[config.mk]
export PLATFORM = sky130hd
export DESIGN_NAME = uart_debug_arbiter
export DESIGN_NICKNAME = d
export VERILOG_FILES = /design/src/rtl/uart_debug_arbiter_pkg.sv /design/src/rtl/uart_debug_arbiter_rr_arbiter.sv /design/src/rtl/uart_debug_arbiter.sv
export SDC_FILE = /design/constraint.sdc
export NUM_CORES = 1
export LEC_CHECK = 0
export ABC_AREA = 1
export BUFFER_PORTS_ARGS = -buffer_cell sky130_fd_sc_hd__buf_4
export CELL_PAD_IN_SITES_DETAIL_PLACEMENT = 1
export CELL_PAD_IN_SITES_GLOBAL_PLACEMENT = 1
export CORE_MARGIN = 5
export CORE_UTILIZATION = 30
export DETAILED_ROUTE_END_ITERATION = 10
export PLACE_DENSITY_LB_ADDON = 0.1
export SLEW_MARGIN = 5
export SYNTH_ARGS = -nofsm -noshare
export SYNTH_HDL_FRONTEND = slang
export SYNTH_SLANG_ARGS = --single-unit
export TNS_END_PERCENT = 20
[constraint.sdc]
create_clock -name i_clk -period 7.55 [get_ports i_clk]
set_clock_uncertainty 0.15 [all_clocks]
set_input_delay 1.51 -clock i_clk [delete_from_list [all_inputs] [get_ports i_clk]]
set_output_delay 1.51 -clock i_clk [all_outputs]
set_load 0.05 [all_outputs]
[src/rtl/uart_debug_arbiter_pkg.sv]
// Shared types and width helpers for the debug-UART arbiter.
package uart_debug_arbiter_pkg;

  typedef enum logic [1:0] {
    IDLE      = 2'd0,
    WAIT_BUSY = 2'd1,
    WAIT_DONE = 2'd2
  } state_e;

  localparam logic [7:0] TAG_BASE = 8'hA0;

  function automatic int data_w(input int data_bytes);
    return data_bytes * 8;
  endfunction

  function automatic int frame_w(input int data_bytes);
    return (data_bytes + 1) * 8;
  endfunction

endpackage

[src/rtl/uart_debug_arbiter_rr_arbiter.sv]
// Combinational round-robin pick: first request at or above last_grant+1, wrapping.
module rr_arbiter #(
  parameter int N = 4
) (
  input  logic [N-1:0] req_i,
  input  logic [3:0]   last_grant_i,
  output logic [N-1:0] grant_o,
  output logic [3:0]   idx_o,
  output logic         any_o
);

  localparam int IW = (N > 1) ? $clog2(N) : 1;

  logic [IW-1:0] cand;

  always_comb begin
    grant_o = '0;
    idx_o   = '0;
    any_o   = 1'b0;
    cand    = '0;
    for (int i = 1; i <= N; i++) begin
      cand = IW'((int'(last_grant_i) + i) % N);
      if (!any_o && req_i[cand]) begin
        any_o         = 1'b1;
        grant_o[cand] = 1'b1;
        idx_o         = 4'(cand);
      end
    end
  end

endmodule

[src/rtl/uart_debug_arbiter.sv]
// Shares the debugger transmit path between NUM_CH requesters: round-robin grant,
// tag-prefixed frame, then waits for the debugger's busy pulse before granting again.
module uart_debug_arbiter
  import uart_debug_arbiter_pkg::*;
#(
  parameter int NUM_CH       = 4,
  parameter int DATA_BYTES   = 2,
  parameter int BUSY_TIMEOUT = 64
) (
  input  logic                           i_clk,
  input  logic                           i_reset_n,
  input  logic [NUM_CH-1:0]              i_chan_en,
  input  logic [NUM_CH-1:0]              i_req_valid,
  input  logic [NUM_CH*DATA_BYTES*8-1:0] i_req_data,
  output logic [NUM_CH-1:0]              o_req_ready,
  input  logic                           i_dbg_busy,
  output logic                           o_dbg_valid,
  output logic [(DATA_BYTES+1)*8-1:0]    o_dbg_data,
  output logic [3:0]                     o_grant_id,
  output logic                           o_timeout
);

  localparam int W  = data_w(DATA_BYTES);
  localparam int FW = frame_w(DATA_BYTES);
  localparam int CW = $clog2(BUSY_TIMEOUT + 1);

  state_e          state_q, state_d;
  logic [CW-1:0]   cnt_q, cnt_d;
  logic [3:0]      last_q, last_d;
  logic            run_q;
  logic            valid_q, valid_d;
  logic [FW-1:0]   data_q, data_d;
  logic [3:0]      gid_q, gid_d;
  logic            to_q, to_d;

  logic [NUM_CH-1:0] win_oh;
  logic [3:0]        win_idx;
  logic              win_any;
  logic [W-1:0]      win_word;

  rr_arbiter #(.N(NUM_CH)) u_rr (
    .req_i        (i_req_valid & i_chan_en),
    .last_grant_i (last_q),
    .grant_o      (win_oh),
    .idx_o        (win_idx),
    .any_o        (win_any)
  );

  assign win_word = i_req_data[win_idx*W +: W];

  always_comb begin
    state_d     = state_q;
    cnt_d       = cnt_q;
    last_d      = last_q;
    valid_d     = 1'b0;
    data_d      = data_q;
    gid_d       = gid_q;
    to_d        = to_q;
    o_req_ready = '0;
    unique case (state_q)
      IDLE: begin
        // Grant only while the debugger is idle; busy falling is never a grant cycle.
        if (run_q && win_any && !i_dbg_busy) begin
          o_req_ready = win_oh;
          data_d      = {TAG_BASE | {4'h0, win_idx}, win_word};
          valid_d     = 1'b1;
          gid_d       = win_idx;
          last_d      = win_idx;
          cnt_d       = '0;
          state_d     = WAIT_BUSY;
        end
      end
      WAIT_BUSY: begin
        if (i_dbg_busy) begin
          state_d = WAIT_DONE;
        end else if (cnt_q == CW'(BUSY_TIMEOUT - 1)) begin
          to_d    = 1'b1;
          state_d = IDLE;
        end else begin
          cnt_d = cnt_q + 1'b1;
        end
      end
      WAIT_DONE: begin
        if (!i_dbg_busy) state_d = IDLE;
      end
      default: state_d = IDLE;
    endcase
  end

  always_ff @(posedge i_clk or negedge i_reset_n) begin
    if (!i_reset_n) begin
      state_q <= IDLE;
      cnt_q   <= '0;
      last_q  <= 4'(NUM_CH - 1);
      run_q   <= 1'b0;
      valid_q <= 1'b0;
      data_q  <= '0;
      gid_q   <= '0;
      to_q    <= 1'b0;
    end else begin
      state_q <= state_d;
      cnt_q   <= cnt_d;
      last_q  <= last_d;
      run_q   <= 1'b1;
      valid_q <= valid_d;
      data_q  <= data_d;
      gid_q   <= gid_d;
      to_q    <= to_d;
    end
  end

  assign o_dbg_valid = valid_q;
  assign o_dbg_data  = data_q;
  assign o_grant_id  = gid_q;
  assign o_timeout   = to_q;

endmodule

==> results.md <==
- Of all nets on the critical path, the largest fanout is 16.
- After floorplanning, the core was sized to cover just over 9000 sq um.
- The number of setup buffers added after CTS is 0.
- The count of flip-flops with a built-in enable after synthesis is 0.
- Counting along the longest clock path gives a buffer depth of 2.
- Data arrives at the worst endpoint at around 3.5 ns.
- In this run, the number of DRC markers left after iteration 0 of detailed routing was 53.
- In the global route stage, overall resource usage came out at 0.152.
- The final max-slew violation count is 0.
- Entering global routing, the biggest net connects 35 pins.
- The top routing layer in use is met4.
- Along the worst hold path, the cell count comes to 1.
- Averaged over all synthesized cells, the footprint is 6.64 sq um.
- Summed over all nets, wire length on met3 after detailed routing comes to about 380 um.
- The number of cells on the worst reg-to-reg path is 13.
- STA classifies the critical path startpoint as an input port.
- The XOR/XNOR share of the synthesized area is 0.
- The first global-routing pass estimated about 14,000 um of wire.
- The capture endpoint of the worst hold path is o_timeout$_DFFE_PN0P_.
- Of the total power, combinational logic draws 0.767.
- The clock period minus final worst setup slack is ~5.2 ns.
- The source-to-sink clock delay at the later pin of the worst-skew pair is ~0.28 ns.
- The worst-case vdd ir drop is between 0.00015 and 0.0002 V.
- The number of global-route vias before repair is between 2,000 and 3,000.
- The post-synthesis compound-gate area fraction is 0.0519.
- The initial utilization of the core area, before any placement, comes to 0.302.
- The number of standard cells after synthesis is around 410.
- By area the synthesized netlist is led by sky130_fd_sc_hd__dfrtp_1 (28%), sky130_fd_sc_hd__nand2_1 (16%), sky130_fd_sc_hd__nand3_1 (14%), sky130_fd_sc_hd__inv_1 (11%), sky130_fd_sc_hd__nand3_2 (6.2%).
- The share of power burned in registers is 0.167.
- The number of antenna violations at the first check in global routing came to 0.
- Across the run, the number of max-cap violations was 0.
- The portion of total power attributed to the clock network is 0.065.
- The final total power is around 1.9 mW.
- The required time at the worst-slack endpoint is around 5.9 ns.
- The final hold violation count is 0.
- The cell taking the most area after synthesis is sky130_fd_sc_hd__dfrtp_1.
- Among all flip-flop cells after synthesis, the most frequent one is sky130_fd_sc_hd__dfrtp_1.
- In this run, synthesis produced a sequential element count of 33.
- The post-route met1 wirelength is around 3900 um.
- The kind of cell adding the most delay to the critical path is simple AND/OR/NAND/NOR gates.
- The worst register-to-register path begins at last_q[1]$_DFFE_PN1P_.
- In this design, the stage delay of the slowest critical-path cell is about 0.52 ns.
- The detailed-route vias per instance is 4.61.
- The number of setup violations in the final report is 0.
- After synthesis, the share of flip-flops with an asynchronous set or reset is 1.00.
- The clock net sink count is 33.
- Detailed routing placed a total of 4060 um of wire on met2.
- The area growth from synthesis to layout is 29.6%.
- In this run the worst hold path is classified as reg -> reg.
- In the layout the commonest cells are sky130_fd_sc_hd__nand2_1 (117), sky130_fd_sc_hd__buf_4 (103), sky130_fd_sc_hd__inv_1 (78), sky130_fd_sc_hd__nand3_1 (78), sky130_fd_sc_hd__dfrtp_1 (31).
- The cell at the root of the clock tree is sky130_fd_sc_hd__clkbuf_8.
- The clock transition at the register clock pins on the worst setup and hold paths after CTS is about 0.07 ns.
- Buffers placed on the I/O ports in this run total between 100 and 150.
- The critical path's slowest cell is sky130_fd_sc_hd__nand4_1.
- The number of gates resized after CTS is 0.
- The die is ~110 um tall.
- The I/O pin count is ~110.
- The post-detailed-placement half-perimeter wirelength is 6580 um.
- Row generation in the floorplan step produced 35 rows.
- The via count is 2,821.
- The critical path in this run is classified as in -> out.
- The post-synthesis mux area share is 0.
- The area enclosed by the die boundary is ~11,000 sq um.
- The final-stage net count is 586.
- The worst slew margin relative to its limit is 0.515.
- Adding up every negative setup slack in the final design gives 0 ns.
- The average detailed-routed wire length per instance is about 14 um.
- The routed design has between 8000 and 9000 um of wire.
- In the finished design, the share of the clock period the worst path needs comes to 0.684.
- The simple-gate area share of the yosys netlist is 0.419.
- The number of nets still failing antenna checks after routing is 0.
- The library cell used most frequently in the layout, excluding fill and tap cells, is sky130_fd_sc_hd__nand2_1.
- The combined buffer and inverter count along the critical path is 3.
- Summed over all layers, the global routing overflow is 0.
- The setup slack of the most critical reg-to-reg path is roughly 3.8 ns.
- In the final layout, the share of cells above drive strength 1 is 0.287.
- 0 antenna diodes ended up in the layout.
- Traced cell by cell, the critical path runs through buf_4, nand3_1, nand3_1, nand2_2, nand4_2, nand4_1, buf_4, a41oi_1, buf_4.
- For this run, the register share of the synthesized area comes to 0.301.
- In this run the power spent charging and discharging nets is around 1.1 mW.
- The capture point of the worst reg-to-reg path is o_dbg_data[10]$_DFFE_PN0P_.
- By area, the combinational part of the netlist is dominated by simple AND/OR/NAND/NOR gates.
- The first TritonRoute pass finished after 4 iterations.
- The adder-cell share of the synthesized area is 0.0409.
- After detailed routing, the number of remaining DRC violations is 0.
- The number of warning messages in the yosys log is 0.
- The flow ran to the end, and the final reports show no timing, DRC or antenna violations.
- The die boundary width is approximately 110 um.
- The number of clock buffers inserted by TritonCTS is 5.
- Of the post-synthesis cell area, the dominant cell type holds 0.282.
- In this run, distinct cell masters in the synthesized netlist total 28.
- Routability-driven placement finished with a final weighted congestion of 0.732.
- TritonCTS built the clock tree.
- The highest achievable clock rate is between 0.15 and 0.2 GHz.
- In this run the cell area of the synthesized design comes to approximately 2800 sq um.
- The internal power summed over all cells is 734 uW.
- The cell type with the highest occurrence count on the critical path is sky130_fd_sc_hd__buf_4.
- The number of hold-repair buffers added at the cts stage is 0.
- Setup repair after global routing left no endpoint under its margin.
- At the pin with the least slew margin, the transition time is between 0.7 and 0.8 ns.
- The H-tree was split into 2 levels.
- Of the total power, the share spent switching nets is 0.607.
- In this run the power density over the cells is roughly 520 nW/um^2.
- In this run the most critical hold path is launched from o_timeout$_DFFE_PN0P_.
- The critical path capture point type is a primary output.
- For this design the static power due to leakage is about 2.1 nW.
[how the worst max path moves through the flow]
stage	startpoint	endpoint	slack, ns	cells past startpoint
floorplan	i_req_valid[0]	o_req_ready[3]	2.64	9
global route	i_req_valid[0]	o_req_ready[1]	2.17	9
detailed placement	i_req_valid[0]	o_req_ready[1]	2.34	9
CTS	i_req_valid[0]	o_req_ready[1]	2.34	9
finish	i_req_valid[0]	o_req_ready[1]	2.39	9
global placement	i_req_valid[0]	o_req_ready[0]	2.39	9
[worst register-to-register path: stages, from the launching register on]
cell and delay (ns):
sky130_fd_sc_hd__dfstp_2 0.62, sky130_fd_sc_hd__inv_1 0.20, sky130_fd_sc_hd__ha_1 0.39, sky130_fd_sc_hd__inv_1 0.10
sky130_fd_sc_hd__nand3_1 0.11, sky130_fd_sc_hd__nand2_2 0.18, sky130_fd_sc_hd__nand2_4 0.14, sky130_fd_sc_hd__nand3_2 0.57
sky130_fd_sc_hd__nand2_2 0.78, sky130_fd_sc_hd__nand2_1 0.15, sky130_fd_sc_hd__nand3_2 0.09, sky130_fd_sc_hd__nand2_1 0.07
sky130_fd_sc_hd__nand2_1 0.06, sky130_fd_sc_hd__nand2_1 0.06
[layout make-up]
| class | instances | area, sq um |
|---|---|---|
| inverters | 83 | 317 |
| well taps | 111 | 139 |
| multi-input cells | 276 | 1430 |
| flip-flops and latches | 33 | 828 |
| clock inverters | 1 | 5.00 |
| repair buffers | 103 | 773 |
| fillers | 1219 | 5540 |
| clock buffers | 5 | 68.8 |
[logic make-up after synthesis]
kind of cell	count (synthesis)
other	2
buffers and inverters	110
flip-flops	33
AND/OR/NAND/NOR	236
adder cells (fa/ha/maj)	9
AO/OA/AOI/OAI	24
[flip-flops by register name, summed over array words and instances, names as in the netlist]
| register | flops |
|---|---|
| cnt_q | 7 |
| o_dbg_valid | 1 |
| run_q | 1 |
| o_dbg_data | 19 |
| o_timeout | 1 |
| state_q | 2 |
| last_q | 2 |
[layer usage]
layer,track usage,vias up
li1,-,1444
met1,0.197,1309
met2,0.263,63
met3,0.0337,5
met4,0.0278,0
met5,0,-
[metrics by stage]
step | util | setup slack (ns) | hold slack, ns | instances | cell area [sq um]
final | 0.391 | 2.39 | 0.333 | 612 | 3560
after global routing | 0.391 | 2.17 | 0.358 | 612 | 3560
after CTS | 0.391 | 2.34 | 0.338 | 612 | 3560
after detailed placement | 0.383 | 2.34 | 0.322 | 606 | 3490
after global placement | 0.383 | 2.39 | 0.307 | 606 | 3490
after floorplan | - | 2.64 | 0.310 | 419 | 2770
[cell usage after synthesis, types with 2 or more instances]
library cell,n
sky130_fd_sc_hd__ha_1,9
sky130_fd_sc_hd__nand3_1,78
sky130_fd_sc_hd__a31oi_1,2
sky130_fd_sc_hd__a21oi_1,10
sky130_fd_sc_hd__nor2_1,11
sky130_fd_sc_hd__buf_6,4
sky130_fd_sc_hd__inv_2,3
sky130_fd_sc_hd__dfrtp_1,31
sky130_fd_sc_hd__a41oi_1,2
sky130_fd_sc_hd__buf_4,12
sky130_fd_sc_hd__nand2_2,4
sky130_fd_sc_hd__nand2_4,3
sky130_fd_sc_hd__o21ai_0,6
sky130_fd_sc_hd__inv_4,2
sky130_fd_sc_hd__dfstp_2,2
sky130_fd_sc_hd__nand4_1,2
sky130_fd_sc_hd__inv_1,78
sky130_fd_sc_hd__nand4_2,2
sky130_fd_sc_hd__nand2_1,117
sky130_fd_sc_hd__buf_2,11
sky130_fd_sc_hd__nand3_2,17
sky130_fd_sc_hd__conb_1,2
[power by group through the flow]
stage | combinational (mW) | sequential [mW] | clock, mW
after floorplan | 1.03 | 0.455 | 0
after CTS | 1.46 | 0.314 | 0.127
final | 1.43 | 0.312 | 0.122
after global routing | 1.62 | 0.325 | 0.133
after global placement | 1.45 | 0.315 | 0
after detailed placement | 1.46 | 0.317 | 0
Note: power is estimated with default switching activity, not from simulation.
